--- config.mk ---
export PLATFORM = sky130hd
export DESIGN_NAME = mac_unit_param
export DESIGN_NICKNAME = d
export VERILOG_FILES = /design/src/rtl/mac_pkg.sv /design/src/rtl/mac_mult_stage.sv /design/src/rtl/mac_unit_param.sv
export SDC_FILE = /design/constraint.sdc
export NUM_CORES = 1
export LEC_CHECK = 0
export ABC_AREA = 1
export CAP_MARGIN = 10
export CELL_PAD_IN_SITES_DETAIL_PLACEMENT = 0
export CELL_PAD_IN_SITES_GLOBAL_PLACEMENT = 2
export CORE_ASPECT_RATIO = 0.8
export CORE_MARGIN = 5
export CORE_UTILIZATION = 36
export CTS_CLUSTER_DIAMETER = 80
export DETAILED_ROUTE_END_ITERATION = 8
export GPL_ROUTABILITY_DRIVEN = 0
export GPL_TIMING_DRIVEN = 0
export PLACE_DENSITY = 0.95
export SYNTH_ARGS = -nofsm -noshare
export SYNTH_HDL_FRONTEND = slang
export SYNTH_SLANG_ARGS = --single-unit
--- constraint.sdc ---
create_clock -name clock -period 4.2 [get_ports clock]
set_clock_uncertainty 0.15 [all_clocks]
set_input_delay 0.84 -clock clock [delete_from_list [all_inputs] [get_ports clock]]
set_output_delay 0.84 -clock clock [all_outputs]
set_load 0.03 [all_outputs]
--- src/rtl/mac_pkg.sv ---
// Shared types and constant helpers for the parametrised MAC unit.
// Operand width is bounded by MAX_PROD_W (DATA_W <= 32) and accumulator width by MAX_ACC_W (ACC_W <= 128).
package mac_pkg;

    localparam int MAX_PROD_W = 64;
    localparam int MAX_ACC_W  = 128;

    typedef struct packed {
        logic [MAX_PROD_W-1:0] prod;
        logic                  valid;
        logic                  is_signed;
    } stage1_t;

    function automatic int default_acc_w(input int data_w);
        return 2 * data_w + 8;
    endfunction

    function automatic logic [MAX_ACC_W-1:0] sat_umax(input int acc_w);
        logic [MAX_ACC_W-1:0] r;
        for (int i = 0; i < MAX_ACC_W; i++) begin
            r[i] = (i < acc_w);
        end
        return r;
    endfunction

    function automatic logic [MAX_ACC_W-1:0] sat_smax(input int acc_w);
        logic [MAX_ACC_W-1:0] r;
        for (int i = 0; i < MAX_ACC_W; i++) begin
            r[i] = (i < acc_w - 1);
        end
        return r;
    endfunction

    function automatic logic [MAX_ACC_W-1:0] sat_smin(input int acc_w);
        logic [MAX_ACC_W-1:0] r;
        for (int i = 0; i < MAX_ACC_W; i++) begin
            r[i] = (i == acc_w - 1);
        end
        return r;
    endfunction

endpackage

--- src/rtl/mac_mult_stage.sv ---
// Stage 1 of the MAC: signed/unsigned multiplier and its pipeline register.
// The product and signedness are held while no sample is presented; the valid bit follows in_valid_i.
module mac_mult_stage
    import mac_pkg::*;
#(
    parameter int DATA_W = 8
) (
    input  logic              clock,
    input  logic              reset_p,
    input  logic              in_valid_i,
    input  logic [DATA_W-1:0] a_i,
    input  logic [DATA_W-1:0] b_i,
    input  logic              signed_mode_i,
    output stage1_t           rec_o
);

    logic [2*DATA_W-1:0] a_ext;
    logic [2*DATA_W-1:0] b_ext;
    logic [2*DATA_W-1:0] prod;
    stage1_t             rec_d;
    stage1_t             rec_q;

    // Extending both operands to the product width makes one modular multiply serve both modes.
    always_comb begin
        a_ext = {{DATA_W{signed_mode_i & a_i[DATA_W-1]}}, a_i};
        b_ext = {{DATA_W{signed_mode_i & b_i[DATA_W-1]}}, b_i};
        prod  = a_ext * b_ext;
        rec_d = rec_q;
        rec_d.valid = in_valid_i;
        if (in_valid_i) begin
            rec_d.prod                = '0;
            rec_d.prod[2*DATA_W-1:0]  = prod;
            rec_d.is_signed           = signed_mode_i;
        end else begin
            rec_d.prod      = rec_q.prod;
            rec_d.is_signed = rec_q.is_signed;
        end
    end

    // Stage-1 pipeline register.
    always_ff @(posedge clock or posedge reset_p) begin
        if (reset_p) begin
            rec_q <= '0;
        end else begin
            rec_q <= rec_d;
        end
    end

    assign rec_o = rec_q;

endmodule

--- src/rtl/mac_unit_param.sv ---
// Two-stage pipelined multiply-accumulate with block counting, done pulse and sticky overflow.
// Define MAC_SATURATE_EN to clamp the accumulator on overflow instead of wrapping.
module mac_unit_param
    import mac_pkg::*;
#(
    parameter int DATA_W    = 8,
    parameter int ACC_W     = default_acc_w(DATA_W),
    parameter int BLOCK_LEN = 4,
    parameter int CNT_W     = $clog2(BLOCK_LEN + 1)
) (
    input  logic                clock,
    input  logic                reset_p,
    input  logic                in_valid,
    input  logic [DATA_W-1:0]   a,
    input  logic [DATA_W-1:0]   b,
    input  logic                signed_mode,
    input  logic                clear,
    output logic [2*DATA_W-1:0] p,
    output logic                p_valid,
    output logic [ACC_W-1:0]    s,
    output logic                s_valid,
    output logic                done,
    output logic                ovf
);

    localparam logic [CNT_W-1:0] LAST_CNT = CNT_W'(BLOCK_LEN - 1);

    stage1_t             st1;
    logic [2*DATA_W-1:0] prod;
    logic [ACC_W-1:0]    ext;
    logic [ACC_W-1:0]    base;
    logic [ACC_W:0]      sum_w;
    logic [ACC_W-1:0]    sum_sel;
    logic                add_ovf;
    logic                unused_prod_s;

    logic [ACC_W-1:0]    s_q, s_d;
    logic [CNT_W-1:0]    cnt_q, cnt_d;
    logic                s_valid_q, s_valid_d;
    logic                done_q, done_d;
    logic                ovf_q, ovf_d;

    mac_mult_stage #(
        .DATA_W        (DATA_W)
    ) u_mult (
        .clock         (clock),
        .reset_p       (reset_p),
        .in_valid_i    (in_valid),
        .a_i           (a),
        .b_i           (b),
        .signed_mode_i (signed_mode),
        .rec_o         (st1)
    );

    assign prod          = st1.prod[2*DATA_W-1:0];
    assign unused_prod_s = ^st1.prod;

    // Each product is extended by its own signedness; the first term of a block adds to zero.
    always_comb begin
        ext                = {ACC_W{st1.is_signed & prod[2*DATA_W-1]}};
        ext[2*DATA_W-1:0]  = prod;
        if (cnt_q == '0) begin
            base = '0;
        end else begin
            base = s_q;
        end
        sum_w = {1'b0, base} + {1'b0, ext};
        if (st1.is_signed) begin
            add_ovf = (base[ACC_W-1] == ext[ACC_W-1]) && (sum_w[ACC_W-1] != base[ACC_W-1]);
        end else begin
            add_ovf = sum_w[ACC_W];
        end
    end

`ifdef MAC_SATURATE_EN
    localparam logic [MAX_ACC_W-1:0] UMAX_W = sat_umax(ACC_W);
    localparam logic [MAX_ACC_W-1:0] SMAX_W = sat_smax(ACC_W);
    localparam logic [MAX_ACC_W-1:0] SMIN_W = sat_smin(ACC_W);
    localparam logic [ACC_W-1:0]     UMAX   = UMAX_W[ACC_W-1:0];
    localparam logic [ACC_W-1:0]     SMAX   = SMAX_W[ACC_W-1:0];
    localparam logic [ACC_W-1:0]     SMIN   = SMIN_W[ACC_W-1:0];

    // Signed overflow only happens with like-signed terms, so the product sign gives the direction.
    always_comb begin
        if (!add_ovf) begin
            sum_sel = sum_w[ACC_W-1:0];
        end else if (!st1.is_signed) begin
            sum_sel = UMAX;
        end else if (ext[ACC_W-1]) begin
            sum_sel = SMIN;
        end else begin
            sum_sel = SMAX;
        end
    end
`else
    assign sum_sel = sum_w[ACC_W-1:0];
`endif

    // Stage-2 next state: clear wins over any pending update.
    always_comb begin
        s_d       = s_q;
        cnt_d     = cnt_q;
        ovf_d     = ovf_q;
        s_valid_d = 1'b0;
        done_d    = 1'b0;
        if (clear) begin
            s_d   = '0;
            cnt_d = '0;
            ovf_d = 1'b0;
        end else if (st1.valid) begin
            s_d       = sum_sel;
            s_valid_d = 1'b1;
            ovf_d     = ((cnt_q == '0) ? 1'b0 : ovf_q) | add_ovf;
            if (cnt_q == LAST_CNT) begin
                cnt_d  = '0;
                done_d = 1'b1;
            end else begin
                cnt_d = cnt_q + CNT_W'(1);
            end
        end else begin
            s_d = s_q;
        end
    end

    // Accumulator, counter and flag registers.
    always_ff @(posedge clock or posedge reset_p) begin
        if (reset_p) begin
            s_q       <= '0;
            cnt_q     <= '0;
            s_valid_q <= 1'b0;
            done_q    <= 1'b0;
            ovf_q     <= 1'b0;
        end else begin
            s_q       <= s_d;
            cnt_q     <= cnt_d;
            s_valid_q <= s_valid_d;
            done_q    <= done_d;
            ovf_q     <= ovf_d;
        end
    end

    assign p       = prod;
    assign p_valid = st1.valid;
    assign s       = s_q;
    assign s_valid = s_valid_q;
    assign done    = done_q;
    assign ovf     = ovf_q;

endmodule

==> results_dict.tcl, run 1 <==
set metrics [dict create \
    synthArstFlopShare_pct 100 \
    wl_per_cell_um 14.2 \
    hold_viol 0 \
    post-route-period-util_pct 114 \
    finalSetupViolations 8 \
    synth_cell_types 41 \
    max_freq_ghz 0.209 \
    worstHoldPathCells 2 \
    synth_area_leaders "fa_1, dfrtp_1, nand2_1, ha_1, inv_1" \
    status "complete, but fails checks" \
    violations "negative setup slack" \
    synth_edf_count 0 \
    die_area_um2 20900 \
    via_count 5739 \
    synth_fp_nets 1057 \
    tightest_slew_ps 750 \
    critPathRequiredTime_ps 4240 \
    overflow 0 \
    syn_area_um2 6500 \
    critPathCaptureType "flip-flop" \
    fillCellCount 1840 \
    synth-seq-cells 48 \
    core_um2 17900 \
    ant_nets 0 \
    maxCapViolations 0 \
    synth_top_area_cell "fa_1" \
    yosysWarnings 0 \
    die_x_um 160 \
    fin_ws_ps -583 \
    viasPerCell 4.71 \
    path_class "in -> reg" \
    root_buffer "clkbuf_16" \
    n_antenna_cell 0 \
    r2r_start "cnt_q[0]" \
    rsz0062_at_grt "yes" \
    synth_top_area_share_pct 19.7 \
    initial_core_util_pct 36.2 \
    finalPower_mw 4.56 \
    dominantRegCellSynth "dfrtp_1" \
    crit_fanout 5 \
    synth_seq_area_share_pct 18.5 \
    finalMaxSlewViolations 0 \
    p_leak_nw 4.31 \
    start_kind "input pin" \
    ios 65 \
    rows 44 \
    layout_min_cycle_time_ps 4780 \
    cts.sinks 48 \
    first_iter_violations 269 \
    area_growth_pct 26.0 \
    relSlewSlack_pct 49.8 \
    cts_tree "done" \
    grt_start_max_net_pins 34 \
    final_util_pct 45.6 \
    grt_pass1_vias 5697 \
    drt_drc_violations_left 0 \
    drive_above_1_share_pct 17.5 \
    clock_path_buffers 2 \
    ir_drop_uv 330 \
    drtPass1Iterations 5 \
    dp_hpwl_mm 14.2 \
    cts-buffers-inserted 5 \
    antenna_found_initial 0 \
    r2r_end "s[19]" \
    synth_cells 913 \
    final_common_cell "nand2_1" \
    hp-class "reg -> reg" \
    power_density_nw_per_um2 557 \
    nets 1131 \
    regToRegSetupSlack_ps 930 \
    h-tree-depth 2 \
    syn-mean-instance-area_um2 7.12 \
    clk_latency_ps 300 \
    grt_first_pass_wirelength_mm 29.3 \
    grt_usage_pct 17.4 \
    totalWireLength_mm 17.3 \
    r2r_cells 16 \
    crit_arrival_ps 4820 \
    worstHoldEndpoint "s[20]" \
    die_y_um 130 \
    path_clk_slew_ps 70 \
    final_cell_mix "nand2_1, inv_1, nor2_1" \
    port_buffers 49 \
    worstHoldStart "s[20]" \
]
[registers in the layout, indices dropped and copies added (netlist names)]
signal and count:
u_mult.rec_o 18, ovf 1, done 1, cnt_q 3
s 24, s_valid 1
[through the flow]
step	cells	cell area (um^2)	worst slack (ps)	hold WS (ps)	TNS (ps)
after detailed placement	1193	7680	-1680	346	-12820
final	1218	8190	-583	358	-3790
after global placement	1192	7660	-1660	342	-12620
after CTS	1208	8000	-632	364	-4370
after global routing	1218	8190	-754	387	-4950
after floorplan	913	6880	-683	321	-4570
[worst max-delay path by stage]
stage                 from               end  slack [ps]  cells past startpoint
3_5_place_dp   signed_mode  u_mult.rec_o[17]       -1680                     19
5_1_grt               a[7]  u_mult.rec_o[17]        -750                     21
6_report              a[7]  u_mult.rec_o[17]        -580                     21
2_1_floorplan         a[5]  u_mult.rec_o[15]        -680                     18
4_1_cts               b[7]  u_mult.rec_o[15]        -630                     18
3_3_place_gp   signed_mode  u_mult.rec_o[17]       -1660                     20
[cell families after synthesis]
| group | synth area share, % |
|---|---|
| AOI/OAI and AO/OA | 8.33 |
| xor gates and xnor gates | 1.21 |
| adders and majority gates | 31.1 |
| buffers and inverters | 14.6 |
| DFF | 18.5 |
| and+or+nand+nor | 26.3 |
[synthesized netlist by cell type (5+ instances only)]
| cell type | number |
|---|---|
| a21oi_1 | 28 |
| buf_4 | 17 |
| clkbuf_1 | 18 |
| dfrtp_1 | 48 |
| fa_1 | 64 |
| ha_1 | 59 |
| inv_1 | 188 |
| nand2_1 | 243 |
| nand2_2 | 18 |
| nand3_1 | 36 |
| nand4_1 | 5 |
| nor2_1 | 72 |
| nor3_1 | 6 |
| o21ai_0 | 35 |
| o21ai_1 | 8 |
| o22ai_1 | 9 |
| or2_2 | 5 |
| xor2_1 | 7 |
[critical path, cell delays in order]
cell	delay (ps)
buf_12	110
nand2_8	70
inv_6	50
nand2_4	60
inv_2	60
fa_2	650
inv_2	60
buf_4	140
fa_1	490
fa_1	500
inv_1	50
fa_1	570
ha_4	210
ha_4	270
inv_1	70
nor3_2	180
nand3_1	120
nand3_2	100
nand3_1	80
nand3_1	80
nand2_1	50
[where the power goes]
group          switching, mW  total (mW)  leakage, nW  internal (mW)
clock                  0.198       0.479       0.0798          0.281
sequential             0.108       0.684        0.625          0.575
combinational           1.93        3.40         3.60           1.47
[final cells by class]
type,instances,area [um^2],area share [%]
Inverter,192,728,8.89
Tap cell,230,288,3.51
Clock buffer,5,125,1.53
Sequential cell,48,1200,14.7
Buffer,40,377,4.60
Clock inverter,3,42.5,0.519
Multi-Input combinational cell,632,4760,58.1
Timing Repair Buffer,68,672,8.20
[per-layer routing]
layer  up-vias  global-route usage, %  share of wire (%)
met2       101                   25.6                 40
met5         -                      0                  0
met1      2716                   27.9                 55
li1       2915                      -                  -
met4         0                   1.37               0.34
met3         7                   2.40                4.5
[repair_timing]
item | 4_1_cts | 5_1_grt
buffers inserted | 7 | 11
gates resized for setup | 35 | 40
endpoints found under the setup margin | 8 | 10
hold buffers | 0 | 0
pin swaps | 9 | 34
endpoints found under the hold margin | 0 | 0
Power figures use the tool's default switching activity.
==> run 2: changes to the inputs <==
- SYNTH_HIERARCHICAL: unset -> 1
==> results_dict.tcl, run 2 <==
set metrics [dict create \
    drt_drc_violations_left 0 \
    start_kind "input pin" \
    n_antenna_cell 0 \
    die_y_um 131 \
    violations "negative setup slack" \
    viasPerCell 4.75 \
    power_density_nw_per_um2 543 \
    rsz0062_at_grt "yes" \
    final_common_cell "nand2_1" \
    wl_per_cell_um 14.5 \
    hold_viol 0 \
    tightest_slew_ps 772 \
    crit_fanout 4 \
    ant_nets 0 \
    max_freq_ghz 0.211 \
    overflow 0 \
    wl_met2_mm 7.13 \
    syn_area_um2 6590 \
    h-tree-depth 2 \
    totalWireLength_mm 18.4 \
    grt_first_pass_wirelength_mm 30.5 \
    regToRegSetupSlack_ps 780 \
    path_clk_slew_ps 70 \
    cts_tree "done" \
    crit_arrival_ps 4780 \
    initial_core_util_pct 36.5 \
    cts.sinks 48 \
    largest_reg_flops 24 \
    critPathRequiredTime_ps 4240 \
    met3_length_mm 1.14 \
    synth_cells 965 \
    highest_layer "met4" \
    clk_latency_ps 300 \
    layout_min_cycle_time_ps 4740 \
    root_buffer "clkbuf_16" \
    syn-mean-instance-area_um2 6.83 \
    finalSetupViolations 8 \
    final_cells 1267 \
    tns_ps -3450 \
    final_cell_mix "nand2_1, inv_1, nor2_1" \
    via_count 6019 \
    first_iter_violations 365 \
    core_um2 18100 \
    relSlewSlack_pct 48.5 \
    drive_above_1_share_pct 14.5 \
    hold_ws_ps 359 \
    dp_hpwl_mm 15.4 \
    port_buffers 48 \
    hp-class "reg -> reg" \
    ir_drop_uv 338 \
    fin_ws_ps -544 \
    post-route-period-util_pct 113 \
    area_growth_pct 25.7 \
    p_leak_nw 4.39 \
    grt_usage_pct 18.1 \
    synth_fp_nets 1109 \
    nets 1180 \
    ctsHoldBuffers 0 \
    die_x_um 161 \
    rows 44 \
    grt_pass1_vias 5892 \
    path_class "in -> reg" \
    placedCellCount 1244 \
    grt_start_max_net_pins 19 \
    drtPass1Iterations 5 \
    clock_path_buffers 2 \
    ios 65 \
    wl_met1_mm 10.0 \
    yosysWarnings 6 \
    maxCapViolations 0 \
    critPathCaptureType "flip-flop" \
    status "complete, but fails checks" \
    antenna_found_initial 0 \
    cts-buffers-inserted 5 \
    die_area_um2 21100 \
    finalMaxSlewViolations 0 \
]
==> run 2: cell types whose count changed in the layout (fill, tap and decap cells not counted), sizes merged, moves of 3 or more <==
| cell | before | now |
|---|---|---|
| a21oi | 30 | 38 |
| buf | 45 | 28 |
| xor2 | 7 | 0 |
| nand2 | 261 | 280 |
| o21ai | 43 | 48 |
| inv | 192 | 231 |
| nor2 | 78 | 88 |
| o21bai | 4 | 7 |
==> run 2: cell type report <==
cell class | count | area [um^2]
Sequential cell | 48 | 1200
Fill cell | 1843 | 9770
Clock buffer | 6 | 139
Clock inverter | 2 | 13.8
Timing Repair Buffer | 64 | 634
Buffer | 25 | 330
Inverter | 231 | 875
Tap cell | 230 | 288
Multi-Input combinational cell | 661 | 4800
==> run 2: where the power goes <==
group	internal, mW	switching, mW
logic	1.38	2.00
clock network	0.239	0.191
registers	0.576	0.109
==> run 2: path summary, 6_finish.rpt <==
kind                       depth (start not counted)      from               end
setup reg to reg                                  16  cnt_q[0]             s[16]
hold / removal                                     2     s[22]             s[22]
max in group asynchronous                          3   reset_p             s[22]
hold reg to reg                                    2     s[22]             s[22]
min in group asynchronous                          2   reset_p   u_mult/rec_o[5]
setup / recovery                                  19      a[3]  u_mult/rec_o[13]
==> run 2: layer usage <==
metal | vias to the layer above | track usage [%]
met5 | - | 0
met4 | 0 | 2.01
met1 | 2828 | 29.4
li1 | 3043 | -
met2 | 139 | 25.5
met3 | 9 | 3.07
==> run 2: worst max-delay path, cell delays in order <==
cell,delay (ps)
clkbuf_16,130
nand2_4,60
inv_2,30
fa_1,540
inv_2,50
fa_1,530
inv_1,50
fa_1,460
fa_1,510
inv_1,40
fa_1,480
inv_2,50
ha_4,310
inv_4,50
nor3_4,210
a21oi_2,100
or2_1,220
nand3_2,70
nand2_1,50
==> run 2: repair_timing <==
| action | in CTS | in global routing |
|---|---|---|
| resized for setup | 53 | 34 |
| pin swaps | 22 | 27 |
| buffers inserted | 9 | 6 |
| endpoints found under the hold margin | 0 | 0 |
| setup endpoints to repair | 8 | 9 |
==> run 2: stage by stage <==
step	setup WS [ps]	utilization [%]	total power, mW	area (um^2)
after global routing	-650	45.9	4.95	8280
after detailed placement	-1690	42.5	3.46	7670
after floorplan	-687	-	2.72	6870
final	-544	45.9	4.50	8280
after global placement	-1680	42.3	3.43	7640
after CTS	-510	45.0	4.25	8120
==> run 3: changes to the inputs <==
- CAP_MARGIN: 10 -> 5
==> results of run 3 <==
Final layout, timing and power as in run 2 (identical DEF).
==> RTL edit, RTL diff (config.mk and constraints of run 1) <==
Add an input register stage for `in_valid`, `a`, `b`, `signed_mode` and `clear`, cleared by the reset; this delays them by one clock.
--- a/src/rtl/mac_unit_param.sv
+++ b/src/rtl/mac_unit_param.sv
@@ -26,4 +26,26 @@
     localparam logic [CNT_W-1:0] LAST_CNT = CNT_W'(BLOCK_LEN - 1);
 
+    logic in_valid_q;
+    logic [DATA_W-1:0] a_q;
+    logic [DATA_W-1:0] b_q;
+    logic signed_mode_q;
+    logic clear_q;
+
+    always_ff @(posedge clock or posedge reset_p) begin
+        if (reset_p) begin
+            in_valid_q    <= '0;
+            a_q           <= '0;
+            b_q           <= '0;
+            signed_mode_q <= '0;
+            clear_q       <= '0;
+        end else begin
+            in_valid_q    <= in_valid;
+            a_q           <= a;
+            b_q           <= b;
+            signed_mode_q <= signed_mode;
+            clear_q       <= clear;
+        end
+    end
+
     stage1_t             st1;
     logic [2*DATA_W-1:0] prod;
@@ -46,8 +68,8 @@
         .clock         (clock),
         .reset_p       (reset_p),
-        .in_valid_i    (in_valid),
-        .a_i           (a),
-        .b_i           (b),
-        .signed_mode_i (signed_mode),
+        .in_valid_i    (in_valid_q),
+        .a_i           (a_q),
+        .b_i           (b_q),
+        .signed_mode_i (signed_mode_q),
         .rec_o         (st1)
     );
@@ -104,5 +126,5 @@
         s_valid_d = 1'b0;
         done_d    = 1'b0;
-        if (clear) begin
+        if (clear_q) begin
             s_d   = '0;
             cnt_d = '0;
Formal check against the unedited RTL: not equivalent (Yosys sat finds a counterexample within 4 cycles, from zero or initial values and one cycle with reset_p high).
==> RTL edit against run 1 <==
- the flow still finishes with violations (setup timing)
- non-clock buffer count up 15
- power up 4.8%
- area after synthesis up 7.8%
- clock power up 46%
- worst hold slack worse by 0.034 ns
- sequential cell count up 19
- via count up 5.3%
- wire length up 11%
- cell area up 7.8%
- cell count up 7.0%
- sequential share of layout area up 4.4 points
- first-iteration DRC count up 26%
- worst setup slack better by 0.17 ns
- fmax up 3.7%
- critical path type is now register to register
- largest power group unchanged
- highest routed layer unchanged
==> RTL edit: results (changes against run 1) <==
Clock network
  • Later-pin clock latency in the skew report: 0.34 ns (+0.04 ns)
  • H-tree depth: 3 (+1)
  • Total CTS buffers: 9 (+4)

Global routing
  • Vias in the first global route: 6027 (+5.8%)
  • Largest net degree at the start of global routing: 60 (+76%)
  • All-layer global routing usage: 17.5% (+0.18 points)
  • Global-route wire length before repair: 31300 um (+6.6%)

Worst setup path
  • Critical Path AT: 4.68 ns (-0.14 ns)
  • CP max stage cell: dfrtp_2
  • Crit Path Max Fanout: 4 (-1)

Routing
  • Vias per cell: 4.64 (-1.6%)
  • DR iter-0 viols: 338 (+26%)
  • Routed wire length: 19200 um (+11%)

Pwr
  • Static leakage: 4.58 nW (+6.3%)

Run status
  • Failing checks: setup timing
  • Status: finished, violations left

Yosys
  • Seq/Total Area, Yosys: 23.9% (+5.4 points)
  • Top cells by count, synth: nand2_1, inv_1, nor2_1, dfrtp_1, fa_1
  • Post-Synth Adder-Cell Area: 28.8% (-2.3 points)
  • Syn Nets: 1091 (+3.2%)

Timing
  • Min setup slack post-route: -0.411 ns (+0.173 ns)
  • Final setup fails: 8 (unchanged)

Place
  • DP Wirelength: 14900 um (+4.4%)

Layout
  • Layout cells sized above 1: 15.4% (-2.1 points)
  • Fillers: 1942 (+5.5%)

Min path
  • Hold Path Stages: 1 (-1)
RTL edit: changes by cell type after synthesis, sizes merged, moves of 2 or more:
| cell | before | now |
|---|---|---|
| a21oi | 30 | 34 |
| o21bai | 4 | 8 |
| dfrtp | 48 | 67 |
| and3 | 3 | 0 |
| nand3 | 39 | 35 |
| inv | 192 | 205 |
| or2 | 6 | 3 |
| nand2 | 261 | 263 |
RTL edit: final timing paths:
kind,start,end
hold / removal,clear_q$_DFF_PP0_,cnt_q[2]$_DFFE_PP0P_
setup reg to reg,signed_mode_q$_DFF_PP0_,u_mult.rec_o[15]$_DFFE_PP0P_
hold reg to reg,clear_q$_DFF_PP0_,cnt_q[2]$_DFFE_PP0P_
min in group asynchronous,reset_p,b_q[7]$_DFF_PP0_
max in group asynchronous,reset_p,a_q[0]$_DFF_PP0_
setup / recovery,signed_mode_q$_DFF_PP0_,u_mult.rec_o[15]$_DFFE_PP0P_
RTL edit: metrics by stage:
step                hold slack (ns)  setup TNS, ns  std cells  worst slack, ns  utilization [%]
floorplan                     0.256         -0.916        947           -0.208                -
global placement              0.301          -3.95       1269           -0.614             42.5
detailed placement            0.309          -4.17       1270           -0.656             42.7
CTS                           0.319          -2.22       1299           -0.364             45.5
global route                  0.344          -4.05       1303           -0.604             46.3
finish                        0.324          -2.56       1303           -0.411             46.3
RTL edit: power breakdown:
| group | total [mW] | internal [mW] | switching, mW |
|---|---|---|---|
| Clock | 0.697 | 0.398 | 0.299 |
| Sequential | 0.891 | 0.767 | 0.124 |
| Combinational | 3.19 | 1.37 | 1.82 |
RTL edit: final cells by class:
class                   count  area, um^2  area share [%]
well taps                 258         323            3.65
clock buffers              13         240            2.72
plain buffers              36         270            3.06
repair buffers             87         835            9.44
inverters                 205         774            8.77
flip-flops and latches     67        1680            19.1
clock inverters             3        15.0           0.170
multi-input cells         634        4690            53.1
RTL edit: what timing repair did:
item | in CTS | in global routing
setup endpoints to repair | 10 | 10
setup buffers | 18 | 3
pin swaps | 25 | 23
gates cloned | 0 | 1
gates resized for setup | 45 | 27
RTL edit: metal layers:
| layer | wire length, um | vias to the layer above | part of all wire (%) | track usage, % |
|---|---|---|---|---|
| li1 | - | 3058 | - | - |
| met2 | 7680 | 139 | 40 | 25.3 |
| met1 | 10300 | 2830 | 54 | 27.2 |
| met3 | 1010 | 14 | 5.3 | 3.51 |
| met5 | 0 | - | 0 | 0 |
| met4 | 201 | 0 | 1.0 | 3.30 |
RTL edit: cells by family after synthesis:
| kind of cell | count (synthesis) |
|---|---|
| buf+inv | 246 |
| compound gates | 103 |
| simple gates | 398 |
| xor+xnor | 10 |
| fa+ha+maj | 123 |
| flops | 67 |
